## src/rtl/mem_arbiter_pkg.sv

```systemverilog
// Shared types and helpers for the memory arbiter.
//   state_t        : arbiter FSM state (IDLE -> ISSUE -> WAIT -> RESP -> IDLE)
//   port_idx_width : bits needed to hold a requester index
package mem_arbiter_pkg;

  typedef enum logic [1:0] {
    IDLE  = 2'd0,
    ISSUE = 2'd1,
    WAIT  = 2'd2,
    RESP  = 2'd3
  } state_t;

  function automatic int port_idx_width(input int ports);
    return (ports > 1) ? $clog2(ports) : 1;
  endfunction

endpackage

```

## src/rtl/mem_arbiter_if.sv

```systemverilog
// Bundle of requester-side and memory-side signals around the arbiter.
//   Requester side : REQ, WE, ADDR, WDATA, BE (flattened, port i at slice i)
//                    ACK (one-hot pulse), RDATA, BUSY
//   Memory side    : MEM_EN, MEM_WE, MEM_ADDR, MEM_WDATA, MEM_BE, MEM_RDATA
//
// Handshake: REQ[i] acts as a valid that must stay high, with its WE/ADDR/
// WDATA/BE stable, until the single-cycle ACK[i] that completes it. ACK is
// the only "ready"; the ACK cycle consumes the request, and REQ[i] still high
// in the following cycle is a fresh request. Dropping REQ early is illegal.
//
// Modports: slave = the arbiter's view, master = requesters plus memory.
interface mem_arbiter_if #(
  parameter int Ports     = 3,
  parameter int AddrWidth = 16,
  parameter int DataWidth = 32
);

  logic [Ports-1:0]               REQ;
  logic [Ports-1:0]               WE;
  logic [Ports*AddrWidth-1:0]     ADDR;
  logic [Ports*DataWidth-1:0]     WDATA;
  logic [Ports*DataWidth/8-1:0]   BE;
  logic [Ports-1:0]               ACK;
  logic [DataWidth-1:0]           RDATA;
  logic                           BUSY;

  logic                           MEM_EN;
  logic                           MEM_WE;
  logic [AddrWidth-1:0]           MEM_ADDR;
  logic [DataWidth-1:0]           MEM_WDATA;
  logic [DataWidth/8-1:0]         MEM_BE;
  logic [DataWidth-1:0]           MEM_RDATA;

  modport slave (
    input  REQ, WE, ADDR, WDATA, BE, MEM_RDATA,
    output ACK, RDATA, BUSY, MEM_EN, MEM_WE, MEM_ADDR, MEM_WDATA, MEM_BE
  );

  modport master (
    output REQ, WE, ADDR, WDATA, BE, MEM_RDATA,
    input  ACK, RDATA, BUSY, MEM_EN, MEM_WE, MEM_ADDR, MEM_WDATA, MEM_BE
  );

endinterface

```

## src/rtl/mem_arbiter_rr_picker.sv

```systemverilog
// Combinational round-robin search over the round-robin requesters
// 1..Ports-1. The search starts at the port after ptr and wraps from
// Ports-1 back to 1; port 0 is not part of the ring.
//   req   : requests of ports 1..Ports-1
//   ptr   : last round-robin winner (1..Ports-1)
//   idx   : first requesting port after ptr (valid when found)
//   found : at least one round-robin port is requesting
module rr_picker #(
  parameter int Ports    = 3,
  parameter int IdxWidth = 2
) (
  input  logic [Ports-1:1]    req,
  input  logic [IdxWidth-1:0] ptr,
  output logic [IdxWidth-1:0] idx,
  output logic                found
);

  // k-th port after p inside the ring 1..Ports-1.
  function automatic logic [IdxWidth-1:0] ring_port(input logic [IdxWidth-1:0] p,
                                                    input int k);
    return IdxWidth'(((int'(p) - 1 + k) % (Ports - 1)) + 1);
  endfunction

  always_comb begin
    idx   = '0;
    found = 1'b0;
    for (int k = 1; k < Ports; k++) begin
      if (!found && req[ring_port(ptr, k)]) begin
        found = 1'b1;
        idx   = ring_port(ptr, k);
      end
    end
  end

endmodule

```

## src/rtl/mem_arbiter.sv

```systemverilog
// Non-pipelined arbiter sharing one single-ported synchronous memory
// between Ports requesters. Port 0 (video scan-out) has fixed priority,
// limited to MaxBurst consecutive grants while another port waits; ports
// 1..Ports-1 are served round-robin. One transaction is in flight at a time.
//   CLK, RST   : clock, synchronous active-high reset
//   bus        : requester and memory signals (see mem_arbiter_if)
//   dbg_state  : current FSM state
//   dbg_rr_ptr : last round-robin winner
//   dbg_burst  : consecutive port-0 grants taken while others waited
module mem_arbiter
  import mem_arbiter_pkg::*;
#(
  parameter int Ports     = 3,
  parameter int AddrWidth = 16,
  parameter int DataWidth = 32,
  parameter int Latency   = 1,
  parameter int MaxBurst  = 4
) (
  input  logic                               CLK,
  input  logic                               RST,
  mem_arbiter_if.slave                       bus,
  output state_t                             dbg_state,
  output logic [port_idx_width(Ports)-1:0]   dbg_rr_ptr,
  output logic [$clog2(MaxBurst+1)-1:0]      dbg_burst
);

  localparam int IW  = port_idx_width(Ports);
  localparam int BW  = $clog2(MaxBurst + 1);
  localparam int LW  = $clog2(Latency + 1);
  localparam int BEW = DataWidth / 8;

  state_t                state_q;
  logic [IW-1:0]         winner_q;
  logic [LW-1:0]         lat_cnt_q;
  logic [IW-1:0]         rr_ptr_q;
  logic [BW-1:0]         burst_q;
  logic [Ports-1:0]      ack_q;
  logic                  busy_q;
  logic                  mem_en_q;
  logic                  mem_we_q;
  logic [AddrWidth-1:0]  mem_addr_q;
  logic [DataWidth-1:0]  mem_wdata_q;
  logic [BEW-1:0]        mem_be_q;

  // Arbitration (only acted on in IDLE).
  logic                  others;
  logic                  p0_wins;
  logic                  rr_found;
  logic [IW-1:0]         rr_idx;
  logic                  grant_valid;
  logic [IW-1:0]         grant_idx;

  logic                  sel_we;
  logic [AddrWidth-1:0]  sel_addr;
  logic [DataWidth-1:0]  sel_wdata;
  logic [BEW-1:0]        sel_be;

  rr_picker #(
    .Ports    (Ports),
    .IdxWidth (IW)
  ) u_rr_picker (
    .req   (bus.REQ[Ports-1:1]),
    .ptr   (rr_ptr_q),
    .idx   (rr_idx),
    .found (rr_found)
  );

  assign others      = |bus.REQ[Ports-1:1];
  // Port 0 loses its priority only once it has used up its burst while
  // someone else is waiting.
  assign p0_wins     = bus.REQ[0] && !(others && (burst_q == BW'(MaxBurst)));
  assign grant_valid = p0_wins || rr_found;
  assign grant_idx   = p0_wins ? '0 : rr_idx;

  always_comb begin
    sel_we    = bus.WE[grant_idx];
    sel_addr  = bus.ADDR[int'(grant_idx) * AddrWidth +: AddrWidth];
    sel_wdata = bus.WDATA[int'(grant_idx) * DataWidth +: DataWidth];
    sel_be    = bus.BE[int'(grant_idx) * BEW +: BEW];
  end

  always_ff @(posedge CLK) begin
    if (RST) begin
      state_q     <= IDLE;
      winner_q    <= '0;
      lat_cnt_q   <= '0;
      rr_ptr_q    <= IW'(Ports - 1);
      burst_q     <= '0;
      ack_q       <= '0;
      busy_q      <= 1'b0;
      mem_en_q    <= 1'b0;
      mem_we_q    <= 1'b0;
      mem_addr_q  <= '0;
      mem_wdata_q <= '0;
      mem_be_q    <= '0;
    end else begin
      // Strobes are single-cycle; address/data/byte enables hold.
      ack_q    <= '0;
      mem_en_q <= 1'b0;
      mem_we_q <= 1'b0;
      case (state_q)
        IDLE: begin
          if (grant_valid) begin
            // The memory fields are loaded here so they are already on
            // MEM_* during the ISSUE cycle.
            winner_q    <= grant_idx;
            mem_en_q    <= 1'b1;
            mem_we_q    <= sel_we;
            mem_addr_q  <= sel_addr;
            mem_wdata_q <= sel_wdata;
            mem_be_q    <= sel_be;
            busy_q      <= 1'b1;
            state_q     <= ISSUE;
            if (p0_wins) begin
              if (!others) begin
                burst_q <= '0;
              end else if (burst_q != BW'(MaxBurst)) begin
                burst_q <= burst_q + BW'(1);
              end
            end else begin
              rr_ptr_q <= rr_idx;
              burst_q  <= '0;
            end
          end
        end
        ISSUE: begin
          lat_cnt_q <= LW'(Latency - 1);
          if (Latency == 1) begin
            state_q <= RESP;
            ack_q   <= Ports'(1) << winner_q;
          end else begin
            state_q <= WAIT;
          end
        end
        WAIT: begin
          // Counter was loaded with Latency-1, so WAIT lasts Latency-1 cycles.
          lat_cnt_q <= lat_cnt_q - LW'(1);
          if (lat_cnt_q == LW'(1)) begin
            state_q <= RESP;
            ack_q   <= Ports'(1) << winner_q;
          end
        end
        RESP: begin
          state_q <= IDLE;
          busy_q  <= 1'b0;
        end
        default: state_q <= IDLE;
      endcase
    end
  end

  assign bus.ACK       = ack_q;
  assign bus.BUSY      = busy_q;
  assign bus.MEM_EN    = mem_en_q;
  assign bus.MEM_WE    = mem_we_q;
  assign bus.MEM_ADDR  = mem_addr_q;
  assign bus.MEM_WDATA = mem_wdata_q;
  assign bus.MEM_BE    = mem_be_q;
  // A synchronous memory presents its read word in the cycle after its
  // strobe edge, which is the RESP cycle; forwarding it (gated to RESP) puts
  // the data in the same cycle as ACK and keeps RDATA at zero otherwise.
  assign bus.RDATA     = (state_q == RESP) ? bus.MEM_RDATA : '0;

  assign dbg_state  = state_q;
  assign dbg_rr_ptr = rr_ptr_q;
  assign dbg_burst  = burst_q;

  // At most one completion per cycle.
  assert property (@(posedge CLK) disable iff (RST) $onehot0(bus.ACK));

  // A request that was pending (high, not acknowledged) must still be held.
  assert property (@(posedge CLK) disable iff (RST)
    !$past(RST) |-> (($past(bus.REQ) & ~$past(bus.ACK) & ~bus.REQ) == '0));

endmodule

```

## src/flat_wrapper.sv

```systemverilog
// flat-port wrapper written by rule: the top's interface ports become plain ports
module mem_arbiter_flat import mem_arbiter_pkg::*;
#(
  parameter int Ports     = 3,
  parameter int AddrWidth = 16,
  parameter int DataWidth = 32,
  parameter int Latency   = 1,
  parameter int MaxBurst  = 4
)
  (CLK, RST, dbg_state, dbg_rr_ptr, dbg_burst, bus_REQ, bus_WE, bus_ADDR, bus_WDATA, bus_BE, bus_MEM_RDATA, bus_ACK, bus_RDATA, bus_BUSY, bus_MEM_EN, bus_MEM_WE, bus_MEM_ADDR, bus_MEM_WDATA, bus_MEM_BE);
  mem_arbiter_if #(.Ports(Ports), .AddrWidth(AddrWidth), .DataWidth(DataWidth)) bus_i ();
  input  logic CLK;
  input  logic RST;
  output state_t dbg_state;
  output logic [port_idx_width(Ports)-1:0] dbg_rr_ptr;
  output logic [$clog2(MaxBurst+1)-1:0] dbg_burst;
  input wire logic [$bits(bus_i.REQ)-1:0] bus_REQ;
  input wire logic [$bits(bus_i.WE)-1:0] bus_WE;
  input wire logic [$bits(bus_i.ADDR)-1:0] bus_ADDR;
  input wire logic [$bits(bus_i.WDATA)-1:0] bus_WDATA;
  input wire logic [$bits(bus_i.BE)-1:0] bus_BE;
  input wire logic [$bits(bus_i.MEM_RDATA)-1:0] bus_MEM_RDATA;
  output wire logic [$bits(bus_i.ACK)-1:0] bus_ACK;
  output wire logic [$bits(bus_i.RDATA)-1:0] bus_RDATA;
  output wire logic [$bits(bus_i.BUSY)-1:0] bus_BUSY;
  output wire logic [$bits(bus_i.MEM_EN)-1:0] bus_MEM_EN;
  output wire logic [$bits(bus_i.MEM_WE)-1:0] bus_MEM_WE;
  output wire logic [$bits(bus_i.MEM_ADDR)-1:0] bus_MEM_ADDR;
  output wire logic [$bits(bus_i.MEM_WDATA)-1:0] bus_MEM_WDATA;
  output wire logic [$bits(bus_i.MEM_BE)-1:0] bus_MEM_BE;
  assign bus_i.REQ = bus_REQ;
  assign bus_i.WE = bus_WE;
  assign bus_i.ADDR = bus_ADDR;
  assign bus_i.WDATA = bus_WDATA;
  assign bus_i.BE = bus_BE;
  assign bus_i.MEM_RDATA = bus_MEM_RDATA;
  assign bus_ACK = bus_i.ACK;
  assign bus_RDATA = bus_i.RDATA;
  assign bus_BUSY = bus_i.BUSY;
  assign bus_MEM_EN = bus_i.MEM_EN;
  assign bus_MEM_WE = bus_i.MEM_WE;
  assign bus_MEM_ADDR = bus_i.MEM_ADDR;
  assign bus_MEM_WDATA = bus_i.MEM_WDATA;
  assign bus_MEM_BE = bus_i.MEM_BE;
  mem_arbiter #(.Ports(Ports), .AddrWidth(AddrWidth), .DataWidth(DataWidth), .Latency(Latency), .MaxBurst(MaxBurst)) u_core (.CLK(CLK), .RST(RST), .bus(bus_i), .dbg_state(dbg_state), .dbg_rr_ptr(dbg_rr_ptr), .dbg_burst(dbg_burst));
endmodule
```

## config.mk

```make
export PLATFORM = sky130hd
export DESIGN_NAME = mem_arbiter_flat
export DESIGN_NICKNAME = d
export VERILOG_FILES = /design/src/rtl/mem_arbiter_pkg.sv /design/src/rtl/mem_arbiter_if.sv /design/src/rtl/mem_arbiter_rr_picker.sv /design/src/rtl/mem_arbiter.sv /design/src/flat_wrapper.sv
export SDC_FILE = /design/constraint.sdc
export NUM_CORES = 1
export LEC_CHECK = 0
export ABC_AREA = 1
export ABC_CLOCK_PERIOD_IN_PS = 1600
export CAP_MARGIN = 20
export CELL_PAD_IN_SITES_DETAIL_PLACEMENT = 1
export CELL_PAD_IN_SITES_GLOBAL_PLACEMENT = 1
export CORE_ASPECT_RATIO = 1.75
export CORE_MARGIN = 2
export CORE_UTILIZATION = 24
export DETAILED_ROUTE_END_ITERATION = 7
export PLACE_DENSITY = 0.81
export RECOVER_POWER = 100
export SETUP_SLACK_MARGIN = 0.1
export SLEW_MARGIN = 20
export SYNTH_ARGS = -nofsm -noshare
export SYNTH_HDL_FRONTEND = slang
export SYNTH_SLANG_ARGS = --single-unit
```

## constraint.sdc

```tcl
create_clock -name CLK -period 1.6 [get_ports CLK]
set_input_delay 0.16 -clock CLK [delete_from_list [all_inputs] [get_ports CLK]]
set_output_delay 0.16 -clock CLK [all_outputs]
set_load 0.01 [all_outputs]
```

==> impl_results.md, run 1 <==
- Area leader, netlist: dfxtp_1
- Worst flop-to-flop path endpoint: u_core.bus.MEM_ADDR[13]
- Max-cap violations: 0
- Top-area cell type share of the netlist area: 29.25%
- Top_reg_cell synth: dfxtp_1
- Root Buffer: clkbuf_16
- First-pass GRT wire length: 35470 µm
- Yosys reg bits: 68
- Async set or reset register ratio after synthesis: 0%
- GR peak layer: met2
- Syn avg cell area: 5.922 µm²
- Post-Route Skew: 0.008722 ns
- CTS Buf Count: 9
- Worst EP required: 1.86 ns
- DR pass1 iterations: 5
- Fraction of layout cells with a size suffix above 1: 19.46%
- Post-layout worst setup margin: -0.06236 ns
- Grt met2 use: 43.74%
- Most frequent cells after synthesis: 201 x inv_1, 162 x nand3_1, 150 x nand2_1, 68 x dfxtp_1, 60 x a21oi_1
- Critical path launch point type: register
- CTS tree: built
- Port Buf Inserts: 292
- Clk sinks: 68
- Longest Clk Path Bufs: 2
- Critical path data arrival time: 1.92 ns
- Num rows: 67
- Cells taking the most area after synthesis: dfxtp_1 29%, nand3_1 17%, inv_1 16%, nand2_1 12%, a21oi_1 6.5%
- WL final: 24700 µm
- Worst r2r path cells: 12
- Hold crit path type: input pin to register
- Tmin final: 1.662 ns
- Final setup TNS: -0.2250 ns
- Unrepaired setup endpoints after global routing: true
- Number of global-route vias before repair: 6805
- Crit end category: register
- Initial antenna violation count: 3
- # fillers: 2361
- Post-DP HPWL: 16650 µm
- Vias/cell: 4.723
- Fin. Hold Viols: 0
- Crit. Startpoint: u_core.dbg_burst[0]
- Crit path kind: register to register
- Slew at the pin closest to its max-slew limit: 0.4022 ns
- Routed Antenna Nets: 0
- Drc violations: 0
- Synth-to-Final Area Change: 101.8%
- Max Clock Freq: 0.6016 GHz
- Largest net degree at the start of global routing: 46
- IO Pins: 293
- Nets@finish: 1308
- Synthesized Nets: 989
- Failing checks: negative setup slack
- RePlAce Congestion: 0.8142
- M1 GR Usage: 21.26%
- Total number of vias: 6395
- Fin crit share: 103.9%
- Top-count cell post-synth: inv_1
- Mapped Cells: 786
- Per-cell routed wire length: 18.24 µm
- Sequential share of the synthesized area: 29.25%
- Die height: 188.2 µm
- Met3 GRT Util: 4.462%
- Core footprint: 19110 µm²
- Placed insts: 1301
- Setup-failing EPs final: 12
- Post-synthesis cell type count: 27
- Peak VDD IR: 0.0005660 V
- Worst R2R Setup Slack: -0.06 ns
- YS warnings: 0
- Post-synth EDFFs: 0
- Cts hold-fix bufs: 0
- Finished Layout Cells: 1354
- 1st-iter DRT viols: 192
- Clk slew on worst S/H paths: 0.06 ns
- Depth of the CTS H-tree: 3
- Hold_ws: 0.4746 ns
- Max Slew Vio Count: 0
- Min-Delay Startpoint: bus_WDATA[28]
- Max-slew headroom: 73.14%
- RR Startpoint: u_core.dbg_burst[0]
- Leakage: 4.837 nW
- Worst skew pair latency: 0.33 ns
- Die Area: 20570 µm²
- Power density over the cells: 1119 nW/µm²
- Gr usage total: 22.56%
- Syn Std Cell Area: 4654 µm²
- Grt total ovfl: 0
- Pre-CTS setup slack: -0.3215 ns
- Initial Util: 24.35%
- Status: finished with violations
- Die Width: 109.3 µm
- Largest fanout on the critical path: 6
- CP Capture Point: u_core.bus.MEM_ADDR[13]
- Power Total: 10.51 mW
layout make-up:
cell class,count,area (µm²),area share (%)
Antenna cell,3,7.507,0.07993
Clock buffer,10,229.0,2.438
Clock inverter,6,88.84,0.9458
Inverter,204,780.7,8.312
Multi-Input combinational cell,460,2631,28.01
Sequential cell,68,1370,14.59
Tap cell,241,301.5,3.210
Timing Repair Buffer,362,3984,42.41
sequential cells by signal, indices dropped and copies added (netlist names):
name,count
u_core.bus.MEM_WE,1
u_core.dbg_rr_ptr,2
u_core.bus.MEM_ADDR,16
u_core.winner_q,2
u_core.bus.MEM_EN,1
u_core.bus.MEM_BE,4
u_core.dbg_state,2
u_core.bus.BUSY,1
u_core.bus.ACK,3
u_core.dbg_burst,3
u_core.lat_cnt_q,1
u_core.bus.MEM_WDATA,32
worst max-delay path: stages, from the launching register on:
cell     delay, ns
dfxtp_2       0.34
inv_2         0.05
ha_4          0.14
nand2_2       0.07
inv_2         0.05
nand2_4       0.08
nand2_8       0.07
buf_12        0.18
nand2_8       0.11
buf_12        0.13
buf_16        0.14
nand3_2       0.08
a21oi_2       0.13
routing by layer:
layer,wire length [µm],vias to the layer above
met5,0,-
met1,8022,3005
li1,-,3061
met2,13970,258
met3,1341,71
met4,1360,0
worst min-delay path by stage:
stage / slack (ns) / end / cells past startpoint
after global routing: 0.49 / u_core.bus.MEM_WDATA[23] / 5
final: 0.47 / u_core.bus.MEM_WDATA[28] / 5
after detailed placement: 0.49 / u_core.dbg_rr_ptr[1] / 2
after CTS: 0.46 / u_core.bus.MEM_WDATA[25] / 5
after floorplan: 0.37 / u_core.bus.MEM_WE / 4
after global placement: 0.48 / u_core.dbg_rr_ptr[1] / 2
through the flow:
step,area [µm²],util [%]
2_1_floorplan,4656,-
3_5_place_dp,8034,42.03
4_1_cts,8957,46.86
5_1_grt,9393,49.14
6_report,9393,49.14
3_3_place_gp,8034,42.03
layout by cell type, fill, tap and decap left out, drive strengths merged, types with 2 or more instances in the layout:
cell type,synthesis,final
dfxtp,68,68
a21oi,62,62
nand3b,3,3
diode,0,3
nor2,7,7
nand3,162,162
clkbuf,18,16
buf,37,95
o21ai,57,57
clkdlybuf4s50,0,253
dlygate4sd2,0,2
clkdlybuf4s25,0,4
clkinv,0,2
ha,7,7
nand2,155,156
clkinvlp,0,2
inv,204,204
bufinv,0,2
power breakdown:
| part | switching (mW) | internal (mW) |
|---|---|---|
| Combinational | 2.80 | 3.03 |
| Clock | 0.808 | 1.37 |
| Sequential | 0.296 | 2.20 |
| Total | 3.91 | 6.60 |
cells by family (layout without fill, tap and decap cells):
kind of cell	after synthesis	after routing	synth area share (%)
AOI/OAI and AO/OA	121	121	13.44
buffers and inverters	259	582	23.25
adders and majority gates	7	7	1.882
and+or+nand+nor	330	331	31.99
DFF	68	68	29.25
other	0	3	0
xor gates and xnor gates	1	1	0.1882
what timing repair did:
action,4_1_cts,5_1_grt
gates resized for setup,196,120
pin swaps,29,17
cloned,10,5
setup buffers,15,5
endpoints found under the setup margin,91,96
(Power assumes the default switching activity.)
==> inputs of run 2 (changes only) <==
--- a/config.mk
+++ b/config.mk
@@ -7,7 +7,6 @@
 export LEC_CHECK = 0
 export ABC_AREA = 1
 export ABC_CLOCK_PERIOD_IN_PS = 1600
-export CAP_MARGIN = 20
 export CELL_PAD_IN_SITES_DETAIL_PLACEMENT = 1
 export CELL_PAD_IN_SITES_GLOBAL_PLACEMENT = 1
 export CORE_ASPECT_RATIO = 1.75
@@ -17,7 +16,8 @@
 export PLACE_DENSITY = 0.81
 export RECOVER_POWER = 100
 export SETUP_SLACK_MARGIN = 0.1
-export SLEW_MARGIN = 20
+export SKIP_LAST_GASP = 1
+export SLEW_MARGIN = 0
 export SYNTH_ARGS = -nofsm -noshare
 export SYNTH_HDL_FRONTEND = slang
 export SYNTH_SLANG_ARGS = --single-unit
==> impl_results.md, run 2 (synthesis results as in run 1) <==
- Die Width: 109.3 µm (unchanged)
- Crit end category: register
- Max reg flops: 32 (unchanged)
- CTS Buf Count: 9 (unchanged)
- DR pass1 iterations: 5 (unchanged)
- Failing checks: negative setup slack
- Seq. cell area: 1370 µm² (unchanged)
- Most common cell after layout, fill and taps aside: clkdlybuf4s50_1
- Power density over the cells: 1118 nW/µm² (about the same)
- Hold crit path type: input pin to register
- Fin crit share: 103.7% (-0.18 points)
- Critical path launch point type: register
- Power Total: 10.45 mW (-0.59%)
- Longest Clk Path Bufs: 2 (unchanged)
- 1st-iter DRT viols: 226 (+18%)
- Routed Antenna Nets: 0 (unchanged)
- Clk slew on worst S/H paths: 0.06 ns (about the same)
- Fin util: 48.87% (-0.27 points)
- Die height: 188.2 µm (unchanged)
- Worst EP required: 1.86 ns (about the same)
- Largest fanout on the critical path: 6 (unchanged)
- Slowest-stage cell, CP: dfxtp_2
- Initial Util: 24.35% (unchanged)
- Per-cell routed wire length: 18.09 µm (-0.83%)
- Root Buffer: clkbuf_16
- Slew at the pin closest to its max-slew limit: 0.4006 ns (-0.001599 ns)
- Die Area: 20570 µm² (unchanged)
- Multi-input logic area: 2586 µm² (-1.7%)
- Number of global-route vias before repair: 6805 (unchanged)
- Status: finished with violations
- Grt total ovfl: 0 (unchanged)
- Post-Route Skew: 0.007566 ns (-0.001157 ns)
- Critical path data arrival time: 1.92 ns (about the same)
- Max-slew headroom: 73.25% (+0.11 points)
- Most frequent cells in the layout: 254 x clkdlybuf4s50_1, 180 x inv_1, 150 x nand3_1
- Crit path kind: register to register
- Final setup TNS: -0.2432 ns (-0.01821 ns)
- Hold_ws: 0.4771 ns (+0.002472 ns)
- Leakage: 4.822 nW (-0.32%)
- Tmin final: 1.659 ns (-0.002911 ns)
- Setup-failing EPs final: 13 (+1)
- # fillers: 2375 (+0.59%)
- Gr usage total: 22.56% (unchanged)
- Max Slew Vio Count: 0 (unchanged)
- Total number of vias: 6378 (-0.27%)
- Worst skew pair latency: 0.33 ns (about the same)
- Initial antenna violation count: 3 (unchanged)
- Finished Cell Area: 9341 µm² (-0.55%)
- Nets@finish: 1308 (unchanged)
- Largest net degree at the start of global routing: 46 (unchanged)
- First-pass GRT wire length: 35470 µm (unchanged)
- Fraction of layout cells with a size suffix above 1: 18.56% (-0.90 points)
- Synth-to-Final Area Change: 100.7%
- IO Pins: 293 (unchanged)
- Crit-path cells: inv_2 > ha_4 > nand2_2 > inv_2 > nand2_4 > nand2_8 > buf_12 > nand2_8 > buf_12 > buf_16 > nand3_2 > a21oi_2
- Core footprint: 19110 µm² (unchanged)
- Post-layout worst setup margin: -0.05945 ns (+0.002911 ns)
- Max incr delay on CP: 0.34 ns (about the same)
- Post-DP HPWL: 16650 µm (unchanged)
- Unrepaired setup endpoints after global routing: true
- Port Buf Inserts: 292 (unchanged)
- Vias/cell: 4.710 (-0.27%)
- Depth of the CTS H-tree: 3 (unchanged)
- Peak VDD IR: 0.0005618 V (-0.73%)
- Clk sinks: 68 (unchanged)
- Drc violations: 0 (unchanged)
- Max Clock Freq: 0.6026 GHz (+0.18%)
- Fin. Hold Viols: 0 (unchanged)
- Max-cap violations: 0 (unchanged)
- Num rows: 67 (unchanged)
- RePlAce Congestion: 0.8142 (unchanged)
- WL final: 24490 µm (-0.83%)
- CTS tree: built
- DP Area: 8034 µm² (unchanged)
-- run 2: routing by layer --
| metal | up-vias | global-route usage [%] | wire (µm) |
|---|---|---|---|
| met4 | 0 | 12.17 | 1216 |
| met1 | 3017 | 21.26 | 8016 |
| met3 | 60 | 4.462 | 1302 |
| met5 | - | 0 | 0 |
| met2 | 244 | 43.74 | 13960 |
| li1 | 3057 | - | - |
-- run 2: metrics by stage --
step           instances  worst slack [ns]
2_1_floorplan        786            0.1078
3_3_place_gp        1301           -0.2267
3_5_place_dp        1301           -0.3215
4_1_cts             1342          0.004049
5_1_grt             1354           -0.1532
6_report            1354          -0.05945
-- run 2: final timing paths --
kind / startpoint / to / slack, ns / depth (start not counted)
setup / recovery: u_core.dbg_burst[0] / u_core.bus.MEM_ADDR[13] / -0.06 / 12
setup reg to reg: u_core.dbg_burst[0] / u_core.bus.MEM_ADDR[13] / -0.06 / 12
hold reg to reg: u_core.winner_q[1] / u_core.bus.ACK[1] / 0.49 / 1
hold / removal: bus_WDATA[28] / u_core.bus.MEM_WDATA[28] / 0.48 / 5
-- run 2: repair_timing --
item | 4_1_cts | 5_1_grt
setup endpoints to repair | 91 | 96
cloned | 10 | 5
endpoints found under the hold margin | 0 | 0
gates resized for setup | 196 | 105
pin swaps | 29 | 16
buffers inserted | 15 | 5
hold buffers | 0 | 0
-- run 2: report_power, final --
| group | switching (mW) | internal [mW] |
|---|---|---|
| clock network | 0.797 | 1.37 |
| registers | 0.294 | 2.20 |
| logic | 2.77 | 3.01 |
| total | 3.86 | 6.58 |
-- run 2: area by class of cell --
class                   count  area share, %
diodes                      3        0.08036
clock buffers              10          2.451
clock inverters             6         0.9510
inverters                 204          8.331
multi-input cells         460          27.69
flip-flops and latches     68          14.67
well taps                 241          3.228
repair buffers            362          42.61
-- run 2: critical path: cells and delay by family (launching register included) --
kind | cells | cell delay (ns)
fa+ha+maj | 1 | 0.14
flops | 1 | 0.34
compound gates | 1 | 0.14
simple gates | 5 | 0.41
buf+inv | 5 | 0.55
==> inputs of run 3 (changes only) <==
--- a/config.mk
+++ b/config.mk
@@ -12,6 +12,7 @@
 export CORE_ASPECT_RATIO = 1.75
 export CORE_MARGIN = 2
 export CORE_UTILIZATION = 24
+export CTS_BUF_LIST = sky130_fd_sc_hd__clkbuf_8
 export DETAILED_ROUTE_END_ITERATION = 7
 export PLACE_DENSITY = 0.81
 export RECOVER_POWER = 100
==> impl_results.md, run 3 (synthesis results as in run 1) <==
- DR pass1 iterations: 4 (-1)
- Total number of vias: 6379 (+0.016%)
- Sw Share: 38.84% (+1.9 points)
- Power Total: 9.938 mW (-4.9%)
- Worst r2r path cells: 10 (-2)
- CTS tree: built
- Per-cell routed wire length: 18.28 µm (+1.1%)
- Flop pwr share: 25.0% (+1.1 points)
- RR Startpoint: u_core.dbg_state[0]
- Gate power share: 58.7% (+3.3 points)
- Worst EP required: 1.84 ns (-0.02 ns)
- Core footprint: 19110 µm² (unchanged)
- Clk slew on worst S/H paths: 0.09 ns (+0.03 ns)
- Root Buffer: clkbuf_8
- Leakage: 4.829 nW (+0.15%)
- Synth-to-Final Area Change: 100.8% (about the same)
- Clk sinks: 68 (unchanged)
- RePlAce Congestion: 0.8142 (unchanged)
- Depth of the CTS H-tree: 3 (unchanged)
- Fin. Hold Viols: 0 (unchanged)
- Worst flop-to-flop path endpoint: u_core.bus.MEM_WDATA[30]
- Peak VDD IR: 0.0006366 V (+13%)
- Largest fanout on the critical path: 7 (+1)
- DP Area: 8034 µm² (unchanged)
- Unrepaired setup endpoints after global routing: true
- 1st-iter DRT viols: 157 (-31%)
- Post-DP HPWL: 16650 µm (unchanged)
- Largest net degree at the start of global routing: 46 (unchanged)
- Grt total ovfl: 0 (unchanged)
- Max Clock Freq: 0.6132 GHz (+1.8%)
- Nets@finish: 1308 (unchanged)
- Power density over the cells: 1063 nW/µm² (-4.9%)
- Crit path kind: input pin to register
- Initial antenna violation count: 3 (unchanged)
- Fin util: 48.90% (about the same)
- Max reg flops: 32 (unchanged)
- Die Width: 109.3 µm (unchanged)
- Finished Layout Cells: 1354 (unchanged)
- Crit end category: register
- Placed insts: 1301 (unchanged)
- Num rows: 67 (unchanged)
- Critical path launch point type: input pin
- Critical path data arrival time: 1.87 ns (-0.05 ns)
- Worst R2R Setup Slack: -0.02 ns (+0.04 ns)
- Max Slew Vio Count: 0 (unchanged)
- Most common cell after layout, fill and taps aside: clkdlybuf4s50_1
- Initial Util: 24.35% (unchanged)
- Slew at the pin closest to its max-slew limit: 0.3274 ns (-0.07323 ns)
- Clock group share of total power: 16.3% (-4.4 points)
- Worst skew pair latency: 0.35 ns (+0.02 ns)
- Gr usage total: 22.42% (-0.14 points)
- Max-cap violations: 0 (unchanged)
- Max-slew headroom: 77.97% (+4.7 points)
- Post-Route Skew: 0.01250 ns (+0.004938 ns)
- Post-layout worst setup margin: -0.03084 ns (+0.02861 ns)
- Fin crit share: 101.9% (-1.8 points)
- Die height: 188.2 µm (unchanged)
- Setup-failing EPs final: 5 (-8)
- CP Capture Point: u_core.bus.MEM_WDATA[30]
- Crit. Startpoint: bus_REQ[0]
- Port Buf Inserts: 292 (unchanged)
- Failing checks: negative setup slack
- Drc violations: 0 (unchanged)
- Sw power: 3.860 mW (about the same)
- Number of global-route vias before repair: 6884 (+1.2%)
- Routed Antenna Nets: 0 (unchanged)
- Hold crit path type: input pin to register
- Longest Clk Path Bufs: 2 (unchanged)
- WL final: 24750 µm (+1.1%)
- Cts hold-fix bufs: 0 (unchanged)
- Fraction of layout cells with a size suffix above 1: 21.17% (+2.6 points)
- IO Pins: 293 (unchanged)
- First-pass GRT wire length: 35270 µm (-0.58%)
- Tmin final: 1.631 ns (-0.02861 ns)
- Die Area: 20570 µm² (unchanged)
- Most frequent cells in the layout: 251 x clkdlybuf4s50_1, 176 x inv_1, 150 x nand3_1
- Finished Cell Area: 9346 µm² (about the same)
- Internal: 6.078 mW (-7.7%)
- Status: finished with violations
- Vias/cell: 4.711 (about the same)
- CTS Buf Count: 9 (unchanged)
## run 3: cell type report
| type | count | area (µm²) |
|---|---|---|
| fill | 2349 | 9767 |
| timing repair buffer | 361 | 4016 |
| multi-input combinational | 461 | 2656 |
| sequential | 68 | 1375 |
| inverter | 204 | 773.2 |
| tap | 241 | 301.5 |
| clock buffer | 9 | 123.9 |
| clock inverter | 7 | 92.59 |
| antenna | 3 | 7.507 |
## run 3: worst min-delay path by stage
stage,startpoint,end,slack (ns),depth (start not counted)
after floorplan,bus_WE[0],u_core.bus.MEM_WE,0.37,4
after global placement,u_core.dbg_rr_ptr[1],u_core.dbg_rr_ptr[1],0.48,2
after detailed placement,u_core.dbg_rr_ptr[1],u_core.dbg_rr_ptr[1],0.49,2
after CTS,bus_WDATA[25],u_core.bus.MEM_WDATA[25],0.43,5
after global routing,bus_WDATA[23],u_core.bus.MEM_WDATA[23],0.45,5
final,bus_WDATA[6],u_core.bus.MEM_WDATA[6],0.45,5
## run 3: what timing repair did
| action | CTS | global route |
|---|---|---|
| setup endpoints to repair | 96 | 96 |
| buffers inserted | 14 | 6 |
| gates cloned | 10 | 7 |
| resized for setup | 219 | 127 |
| pin swaps | 9 | 13 |
## run 3: critical path: stages
cell             delay (ns)
clkdlybuf4s50_1        0.57
nand3b_1               0.28
nand2_2                0.13
inv_4                  0.07
buf_12                 0.15
buf_4                  0.14
buf_4                  0.13
o21ai_1                0.18
a21oi_2                0.05
## run 3: layer usage
metal | vias up | track usage (%) | share of wire [%]
li1 | 3061 | - | -
met1 | 3005 | 20.54 | 33
met2 | 244 | 43.53 | 56
met3 | 69 | 4.843 | 5.3
met4 | 0 | 12.76 | 5.2
met5 | - | 0 | 0
## run 3: stage by stage
stage,hold slack (ns),setup TNS [ns],setup WS (ns)
finish,0.4471,-0.06463,-0.03084
floorplan,0.3720,0,0.1078
global route,0.4489,-4.072,-0.1030
detailed placement,0.4866,-11.19,-0.3215
global placement,0.4760,-7.946,-0.2267
CTS,0.4276,-0.02180,-0.01097
## run 3: power by group through the flow
stage	Sequential (mW)	Combinational [mW]	Clock [mW]
3_5_place_dp	2.48	4.75	0
6_report	2.49	5.83	1.62
2_1_floorplan	2.68	1.91	0
5_1_grt	2.54	6.33	1.74
4_1_cts	2.47	5.31	1.67
3_3_place_gp	2.47	4.64	0
